$ cat config.mk
export PLATFORM = sky130hd
export DESIGN_NAME = imem_loader
export DESIGN_NICKNAME = d
export VERILOG_FILES = /design/src/rtl/imem_loader.sv
export SDC_FILE = /design/constraint.sdc
export NUM_CORES = 1
export LEC_CHECK = 0
export ABC_AREA = 1
export CAP_MARGIN = 10
export CORE_ASPECT_RATIO = 1.25
export CORE_MARGIN = 3
export CORE_UTILIZATION = 52
export CTS_BUF_LIST = sky130_fd_sc_hd__clkbuf_4 sky130_fd_sc_hd__clkbuf_8
export CTS_CLUSTER_SIZE = 30
export DETAILED_ROUTE_END_ITERATION = 8
export HOLD_SLACK_MARGIN = 0.1
export PLACE_DENSITY_LB_ADDON = 0.12
export SYNTH_ARGS = -nofsm -noshare
export SYNTH_HDL_FRONTEND = slang
export SYNTH_SLANG_ARGS = --single-unit
$ cat constraint.sdc
create_clock -name clk -period 2.3 [get_ports clk]
set_input_delay 0.345 -clock clk [delete_from_list [all_inputs] [get_ports clk]]
set_output_delay 0.345 -clock clk [all_outputs]
set_load 0.01 [all_outputs]
$ cat src/rtl/imem_loader.sv
// Boot-time instruction-memory loader: assembles little-endian words from a byte
// stream, writes them from address 0, and releases the CPU only on a matching checksum.
module imem_loader #(
    parameter int ADDR_W = 8
) (
    input  logic              clk,
    input  logic              reset,
    input  logic              start,
    input  logic [ADDR_W:0]   word_count,
    input  logic [7:0]        in_byte,
    input  logic              in_valid,
    output logic              in_ready,
    output logic              mem_we,
    output logic [ADDR_W-1:0] mem_addr,
    output logic [31:0]       mem_wdata,
    output logic              cpu_hold,
    output logic              busy,
    output logic              done,
    output logic              err,
    output logic [1:0]        fsm_state
);

    localparam logic [1:0] IDLE  = 2'd0;
    localparam logic [1:0] LOAD  = 2'd1;
    localparam logic [1:0] CHECK = 2'd2;

    logic [1:0]      state;
    logic [ADDR_W:0] count;
    logic [ADDR_W:0] widx;
    logic [ADDR_W:0] widx_next;
    logic [1:0]      bidx;
    logic [23:0]     partial;
    logic [31:0]     sum;
    logic [31:0]     word;
    logic            xfer;

    // A byte moves only on a cycle where in_valid && in_ready; the producer may
    // drop in_valid at any time, and in_ready depends on state alone.
    assign in_ready  = (state != IDLE);
    assign busy      = (state != IDLE);
    assign fsm_state = state;
    assign xfer      = in_valid && in_ready;
    assign word      = {in_byte, partial};
    assign widx_next = widx + {{ADDR_W{1'b0}}, 1'b1};

    always_ff @(posedge clk or negedge reset) begin
        if (!reset) begin
            state     <= IDLE;
            count     <= '0;
            widx      <= '0;
            bidx      <= 2'd0;
            partial   <= 24'd0;
            sum       <= 32'd0;
            mem_we    <= 1'b0;
            mem_addr  <= '0;
            mem_wdata <= 32'd0;
            cpu_hold  <= 1'b1;
            done      <= 1'b0;
            err       <= 1'b0;
        end else begin
            mem_we <= 1'b0;
            done   <= 1'b0;
            case (state)
                IDLE: begin
                    if (start) begin
                        count    <= word_count;
                        widx     <= '0;
                        bidx     <= 2'd0;
                        partial  <= 24'd0;
                        sum      <= 32'd0;
                        err      <= 1'b0;
                        cpu_hold <= 1'b1;
                        state    <= (word_count == '0) ? CHECK : LOAD;
                    end
                end
                LOAD, CHECK: begin
                    if (xfer) begin
                        bidx <= bidx + 2'd1;
                        case (bidx)
                            2'd0: partial[7:0]   <= in_byte;
                            2'd1: partial[15:8]  <= in_byte;
                            2'd2: partial[23:16] <= in_byte;
                            default: begin
                                if (state == LOAD) begin
                                    mem_we    <= 1'b1;
                                    mem_addr  <= widx[ADDR_W-1:0];
                                    mem_wdata <= word;
                                    sum       <= sum + word;
                                    widx      <= widx_next;
                                    if (widx_next == count)
                                        state <= CHECK;
                                end else begin
                                    // Mismatch keeps the CPU held until a clean reload.
                                    done     <= 1'b1;
                                    err      <= (word != sum);
                                    cpu_hold <= (word != sum);
                                    state    <= IDLE;
                                end
                            end
                        endcase
                    end
                end
                default: state <= IDLE;
            endcase
        end
    end

endmodule
======== After elaboration in Yosys (flattened, before gate mapping) ========
Cells that the tools add are included.
storage, ports and cells
  register bits ........................... 122
  input bits .............................. 21
  output and inout port bits .............. 48
  word-level logic and storage cells ...... 91
operators by class
  $add $sub $neg .......................... 3
  equal/unequal tests ..................... 15
  muxes and demuxes ....................... 41
  bitwise gates (word level) .............. 1
  reductions and logical operators ........ 17
operators by type and width
  kind                                                              number
  32-bit 2-to-1 mux                                                 4
  32-bit one-hot mux with 2 select lines                            1
  24-bit 2-to-1 mux                                                 2
  24-bit one-hot mux with 2 select lines                            1
  9-bit 2-to-1 mux                                                  4
  32-bit adder                                                      1
  32-bit != test                                                    1
  8-bit 2-to-1 mux                                                  3
  4-bit AND reduction                                               5
  9-bit one-hot mux with 2 select lines                             1
  2-bit 2-to-1 mux                                                  8
  2-bit != test (second input constant)                             8
  1-bit 2-to-1 mux                                                  13
  5-bit AND reduction                                               2
  9-bit by 1-bit adder with 9-bit output (second input constant)    1
  9-bit == test                                                     1
  9-bit zero test                                                   1
  2-bit one-hot mux with 2 select lines                             2
  2-bit by 1-bit == test with 1-bit output (second input constant)  2
  2-bit == test (second input constant)                             2
  2-bit zero test                                                   2
  1-bit one-hot mux with 2 select lines                             2
  2-bit nonzero test                                                2
  3-bit != test (second input constant)                             1
  other kinds (7)                                                   7

======== Depth between registers and ports, before layout ========
Gate-level depths: netlist (run 1).
  depth after elaboration ................. 7
  gate-level depth with buffers ........... 15
  mapped depth without buffers ............ 15

======== Worst setup path after synthesis (run 1) ========
No wires, ideal clock.
  path type ............................... reg2reg
  start point ............................. register state[0], in the netlist fsm_state[0]
  end point ............................... register sum[3]
  library setup time ...................... 0.125 ns
  data arrival time ....................... 1.791 ns
  data required time ...................... 2.175 ns
  path slack .............................. 0.384 ns
  stages on the path, launching flop included .. 12
  buffers on the path ..................... 2
  period minus slack after synthesis ...... 1.916 ns
  path through ............................ dfrtp_1 -> inv_1 -> ha_1 -> inv_2 -> buf_4 -> nor2_1 -> nor3_2 -> o21a_1 -> inv_4 -> buf_6 -> nand2_1 -> o31ai_1
between the ends
  cells in the longest elaborated chain, start to end .. 4
  elaborated cells between the ends (all ways) .. 13
  those cells by class .................... eq/ne (6); mux (1); reduce/logical (6)
RTL lines
  element                                                           line    source
  start: declaration                                                27      logic [1:0] state;
  start signal: assignment                                          73      state <= (word_count == '0) ? CHECK : LOAD;
  2-bit by 1-bit == test with 1-bit output (tied with other cells)  63, 84
  2-bit OR reduction or 1-bit logical AND (tied branches)           63, 42
  2-bit != test (no line) or 2-bit nonzero test (tied branches)     n/a
  5-bit AND reduction (no line)                                     n/a
  end signal: assignment                                            88      sum <= sum + word;
  end: declaration                                                  33      logic [31:0] sum;
Parallel ways exist; a longest one is shown, timed or not.
A chain may end at the register's enable or synchronous reset.

======== Worst setup path after layout (run 1) ========
  start point ............................. register partial[16]
  end point ............................... register sum[17]
between the ends
  cells in the longest elaborated chain, start to end .. 5
RTL lines
  element                                 line  source
  start: declaration                      32    logic [23:0] partial;
  start signal: assignment                82    2'd2: partial[23:16] <= in_byte;
  32-bit adder                            88
  32-bit 2-to-1 mux                       84    if (state == LOAD) begin
  32-bit 2-to-1 mux                       79    case (bidx)
  32-bit 2-to-1 mux                       77    if (xfer) begin
  32-bit one-hot mux with 2 select lines  63    case (state)
Every way passes these cells. The select of a mux whose other input is x is not followed.

==> reports/results.ini, run 1 <==
[clock_network]
cts.sinks = 122
path_clk_slew_ns = 0.07
worstSkewPairLatency_ns = 0.45
cts_buffer_depth = 2
htree_num_levels = 4
cts_tree = yes
ctsRootBufferMaster = clkbuf_8
cts_buffers = 17

[logic_synthesis]
postSynthCellCount = 886
synth.avg_cell_area_sq_um = 7.962
synthFlopType = dfrtp_1
ys_seq_elements = 122
synth_area_sq_um = 7054
synth-edff-count = 0
ys_warn_count = 0
ys_types = 39
ys_top_cells_by_area = dfrtp_1, nand2_1, ha_1, o21ai_0, mux2_2
synth_top_area_share = 0.4292
syn-num-nets = 946
async_reset_ff_frac = 1.000
ys_seq_area_frac = 0.4330
yosysTopAreaCell = dfrtp_1

[sta]
post-route-period-util = 0.9408
finalHoldViolCount = 0
worst_pin_slew_ns = 0.6422
slew_viol_final = 0
grt_setup_unrepaired = false
slew_headroom = 0.5718
setup_slack_ns = 0.1361
period_minus_slack_ns = 2.164
final-setup-viol-count = 0
fin_skew_ns = 0.01070
max_freq_mhz = 462.1

[place]
gp_congestion = 0.9492
pre_cts_slack_ns = -0.002921
port_buffers = 68
dp_hpwl_mm = 13.85

[run]
maxCapViolCount = 0

[floorplan]
start_util = 0.5447
std_cell_rows = 46
io_pins = 69
core_area_sq_um = 12950
fp.dieArea_sq_um = 15010
die_w_um = 110.2
die_y_um = 136.2

[setup_path]
worst-path-max-fanout = 6
critPathBufInv = 1
crit_family = simple AND/OR/NAND/NOR gates
cp.arrival_ns = 2.51
max_stage_delay_ns = 0.43
critPathKind = register to register
crit_chain = ha_1 > nand2_1 > nor2_1 > inv_1 > nor3_1 > nand3_1 > nand3_1 > nand2_1 > nand2_1 > o21ai_1
required_ns = 2.64
end_kind = register
cp_slowest_cell = dfrtp_1
crit_path_frequent_cell = nand2_1
start_kind = register

[grt]
track_usage = 0.2650
overflow = 0
antenna_found_initial = 0
grt_pass1_vias = 6186
grt_max_degree = 52
grt_pass1_wl_mm = 30.37

[power_and_ir_drop]
power_w = 0.007729
peakVddDrop_mv = 1.018
powerDensity_nw_per_um2 = 907.5
p_leak_nw = 4.102

[drt]
dr.pass1.iters = 5
drt-total-wl_mm = 18.16
drtIter0Drc = 264
drt-wirelength-per-cell_um = 15.65
drt_drc_violations_left = 0
vias = 6248
routed_via_density = 5.386
ant_nets = 0

[finish]
fillCellCount = 1152
final_core_util = 0.6577
area_delta_synth_final_pct = 20.73
diodes = 0
final_nets = 1039
layout-drive-gt1-share = 0.1280

[worst_hold_path]
hold_path.class = input port to async pin

[run_status]
outcome = finished clean

[synth_stat cells, types with 2 or more instances]
cell type / instances
nand3_1: 47
o31ai_1: 4
o21ai_0: 77
xnor2_1: 3
o21bai_1: 3
nor4_1: 10
nor3_1: 11
o21ai_2: 4
a21o_1: 2
nand2_2: 5
mux2_2: 31
o21ai_1: 18
o22ai_1: 9
nor2_1: 68
nand3b_1: 7
a22o_1: 2
ha_1: 38
o21a_1: 3
dfrtp_1: 121
a21oi_1: 49
buf_2: 11
nor2_2: 3
nand4_1: 6
nand2_1: 256
clkbuf_1: 3
inv_1: 74
buf_4: 2
nor2_4: 3
inv_2: 4
buf_6: 3
[per-layer routing]
layer	share of wire	GRT usage	wire, um	vias to the layer above
li1	-	-	-	3149
met1	0.41	0.3204	7518	2887
met2	0.50	0.4464	9080	166
met3	0.047	0.05178	857	46
met4	0.039	0.1321	701	0
met5	0	0	0	-
[layout by cell type, fill, tap and decap left out, types with 4 or more instances in the layout]
cell type        count
dfrtp_1            121
nand2_1            252
o21ai_0             77
buf_4               23
a21oi_1             48
ha_2                 7
clkbuf_8            21
clkdlybuf4s50_1     67
nand3_1             47
inv_1               74
o21ai_1             18
mux2_2              31
o22ai_1              9
o21ai_2              4
nand2_2              9
ha_1                30
nor3_1              11
nand3b_1             7
nor2_1              68
nand4_1              6
inv_6                5
nor4_1              10
inv_2                4
[worst reg2reg max path: stages (launching register included)]
cell	delay, ns
dfrtp_1	0.43
ha_1	0.40
nand2_1	0.11
nor2_1	0.15
inv_1	0.10
nor3_1	0.31
nand3_1	0.19
nand3_1	0.18
nand2_1	0.07
nand2_1	0.06
o21ai_1	0.05
[state kept, by name, indices dropped and copies added (netlist names)]
register   count
mem_wdata     32
sum           32
partial       24
count          9
widx           9
mem_addr       8
bidx           2
fsm_state      2
cpu_hold       1
done           1
err            1
mem_we         1
[logic make-up after synthesis]
group                      after synthesis  share of synthesized area
buffers and inverters                   98                    0.05871
xor gates and xnor gates                 4                   0.004967
adders and majority gates               39                    0.07024
AOI/OAI and AO/OA                      171                     0.1304
and+or+nand+nor                        421                     0.2533
muxes                                   31                    0.04948
DFF                                    122                     0.4330
[layout make-up]
| type | instances | area (sq um) | area share |
|---|---|---|---|
| Inverter | 79 | 301.5 | 0.03540 |
| Multi-Input combinational cell | 666 | 3637 | 0.4271 |
| Clock buffer | 21 | 289.0 | 0.03394 |
| Sequential cell | 122 | 3054 | 0.3586 |
| Clock inverter | 11 | 131.4 | 0.01543 |
| Tap cell | 168 | 210.2 | 0.02468 |
| Timing Repair Buffer | 93 | 893.4 | 0.1049 |
[stage by stage]
step | TNS [ns] | instances | instance area, sq um | hold slack (ns)
after floorplan | 0 | 886 | 7054 | 0.04941
after global placement | 0 | 1126 | 8025 | 0.3268
after detailed placement | -0.002921 | 1126 | 8025 | 0.3234
after CTS | 0 | 1159 | 8456 | 0.3688
after global routing | 0 | 1160 | 8517 | 0.4029
final | 0 | 1160 | 8517 | 0.3782
[report_power, final]
part           internal [W]  switching (W)  total, W
sequential          0.00252       0.000294   0.00281
clock               0.00109       0.000912   0.00200
combinational       0.00107        0.00184   0.00292
total               0.00468        0.00305   0.00773
[path summary, 6_finish.rpt]
path,slack (ns),depth (start not counted),end,startpoint
max,0.14,10,sum[17],partial[16]
min,0.38,2,partial[22],reset
max reg2reg,0.14,10,sum[17],partial[16]
min reg2reg,0.49,2,mem_addr[1],mem_addr[1]
max in group asynchronous,1.24,3,cpu_hold,reset
min in group clk,0.47,3,count[2],word_count[2]
[repair_timing]
action | 4_1_cts | 5_1_grt
resized for setup | 0 | 16
setup endpoints to repair | 0 | 21
hold buffers | 1 | 0
buffers inserted | 0 | 1
endpoints found under the hold margin | 32 | 0
Note: power is estimated with default switching activity, not from simulation.
==> run 2, diff against run 1 <==
- CAP_MARGIN: 10 -> default
==> results of run 2 <==
Final layout, timing and power as in run 1 (identical DEF).
==> run 3, diff against run 2 <==
- REMOVE_ABC_BUFFERS: default -> 1
==> run 3 against run 2 <==
Wire length rose by 5.9%; die area did not move; non-clock buffer count rose by 4; first-iteration DRC count rose by 26%; critical path type is now register to output port; critical endpoint is now busy; largest power group unchanged.
==> reports/results.ini, run 3 (same netlist as run 1, synthesis figures left out) <==
[finish]
fillCellCount = 1142  ; -0.87%
mostFrequentLayoutCells = nand2_1, dfrtp_1, o21ai_0
mostFrequentLayoutCell = nand2_1
regArea_sq_um = 3054  ; unchanged
largestRegisters = mem_wdata (32), sum (32), partial (24)
final_nets = 1043  ; +0.38%
diodes = 0  ; unchanged
area_delta_synth_final_pct = 20.36
multi_input_area_sq_um = 3615  ; -0.62%
layout-drive-gt1-share = 0.1206  ; -0.007421
final-instance-count-excl-fill = 1163  ; +0.26%

[sta]
post-route-period-util = 0.9635  ; +0.02269
period_minus_slack_ns = 2.216  ; +0.05218 ns
max_freq_mhz = 451.3  ; -2.4%
fin_skew_ns = 0.009239  ; -0.001465 ns
worst_pin_slew_ns = 0.6802  ; +0.03798 ns
slew_headroom = 0.5465  ; -0.02533
setup_slack_ns = 0.08394  ; -0.05218 ns
final-setup-viol-count = 0  ; unchanged
finalHoldViolCount = 0  ; unchanged
slew_viol_final = 0  ; unchanged

[power_and_ir_drop]
powerDensity_nw_per_um2 = 911.6  ; +0.46%
p_leak_nw = 4.133  ; +0.75%
peakVddDrop_mv = 1.145  ; +13%

[drt]
routed_via_density = 5.414  ; +0.51%
drt_drc_violations_left = 0  ; unchanged
drtIter0Drc = 333  ; +26%
ant_nets = 0  ; unchanged
dr.pass1.iters = 5  ; unchanged
drt-total-wl_mm = 19.23  ; +5.9%
vias = 6296  ; +0.77%
drt-wirelength-per-cell_um = 16.54  ; +5.6%

[worst_hold_path]
hold_path.class = input port to async pin

[setup_path]
crit_family = buffers and inverters
critPathBufInv = 3  ; +2
cp_slowest_cell = clkdlybuf4s50_1
required_ns = 1.96  ; -0.68 ns
crit_chain = inv_1 > ha_1 > inv_2 > clkdlybuf4s50_1
max_stage_delay_ns = 0.53  ; +0.10 ns
critPathKind = register to output port
start_kind = register
cp.arrival_ns = 1.87  ; -0.64 ns
worst-path-max-fanout = 6  ; unchanged
end_kind = output port

[floorplan]
die_w_um = 110.2  ; unchanged
core_area_sq_um = 12950  ; unchanged
fp.dieArea_sq_um = 15010  ; unchanged
std_cell_rows = 46  ; unchanged
die_y_um = 136.2  ; unchanged
start_util = 0.5447  ; unchanged
io_pins = 69  ; unchanged

[run]
maxCapViolCount = 0  ; unchanged

[clock_network]
worstSkewPairLatency_ns = 0.46  ; about the same
path_clk_slew_ns = 0.07  ; about the same
ctsRootBufferMaster = clkbuf_8
cts.sinks = 122  ; unchanged
cts_buffers = 17  ; unchanged
cts_tree = yes
cts_buffer_depth = 2  ; unchanged
htree_num_levels = 4  ; unchanged

[grt]
globalRouteMet1Util = 0.3439  ; +0.02349
grt_pass1_wl_mm = 31.20  ; +2.7%
grt_max_degree = 48  ; -7.7%
grt_pass1_vias = 6134  ; -0.84%
overflow = 0  ; unchanged
antenna_found_initial = 0  ; unchanged
grtUsageMet2 = 0.4572  ; +0.01080
busiest_layer = met2
track_usage = 0.2751  ; +0.01012
use_met3 = 0.05891  ; +0.007126

[place]
dp_hpwl_mm = 14.73  ; +6.3%
placedCellCount = 1128  ; +0.18%
pre_cts_slack_ns = -0.07427  ; -0.07135 ns
gp_congestion = 0.9757  ; +2.8%
port_buffers = 68  ; unchanged

[run_status]
outcome = finished clean

[run 3: cell count changes in the layout (fill, tap and decap cells not counted), sizes merged]
cell	previous run	this run
clkinv	2	7
clkbuf	21	19
buf	25	29
inv	83	79
[run 3: routing by layer]
metal / part of all wire / up-vias
met1: 0.43 / 2956
met4: 0.038 / 0
met2: 0.48 / 146
li1: - / 3150
met5: 0 / -
met3: 0.048 / 44
[run 3: worst paths after layout]
check	start	end	slack, ns	cells after the start
max in group asynchronous	reset	cpu_hold	1.20	3
setup / recovery	fsm_state[0]	busy	0.08	4
hold reg to reg	mem_addr[0]	mem_addr[0]	0.49	2
min in group clk	word_count[2]	count[2]	0.46	3
hold / removal	reset	mem_wdata[11]	0.40	2
setup reg to reg	partial[12]	sum[20]	0.15	10
[run 3: repair_timing]
item | CTS | global route
hold buffers | 1 | 0
setup buffers | 0 | 3
gates resized for setup | 0 | 8
endpoints found under the setup margin | 0 | 28
hold endpoints to repair | 38 | 0
[run 3: cell type report]
class | instances | share of cell area
Tap cell | 168 | 0.02476
Inverter | 79 | 0.03551
Clock inverter | 12 | 0.01474
Clock buffer | 19 | 0.03080
Sequential cell | 122 | 0.3597
Timing Repair Buffer | 97 | 0.1088
Multi-Input combinational cell | 666 | 0.4257
[run 3: stage by stage]
step | power [W] | setup TNS [ns] | hold slack [ns] | instance area [sq um] | utilization
floorplan | 0.004607 | -13.83 | 0.04941 | 6939 | -
global placement | 0.005772 | -0.008661 | 0.3566 | 8040 | 0.6209
detailed placement | 0.005823 | -0.07427 | 0.3638 | 8040 | 0.6209
CTS | 0.007725 | 0 | 0.4102 | 8437 | 0.6515
global route | 0.008297 | -0.009966 | 0.4551 | 8491 | 0.6557
finish | 0.007740 | 0 | 0.4018 | 8491 | 0.6557
[run 3: where the power goes]
| group | internal (W) | switching (W) | total (W) |
|---|---|---|---|
| Clock | 0.00100 | 0.000891 | 0.00189 |
| Sequential | 0.00252 | 0.000259 | 0.00278 |
| Combinational | 0.00109 | 0.00198 | 0.00307 |
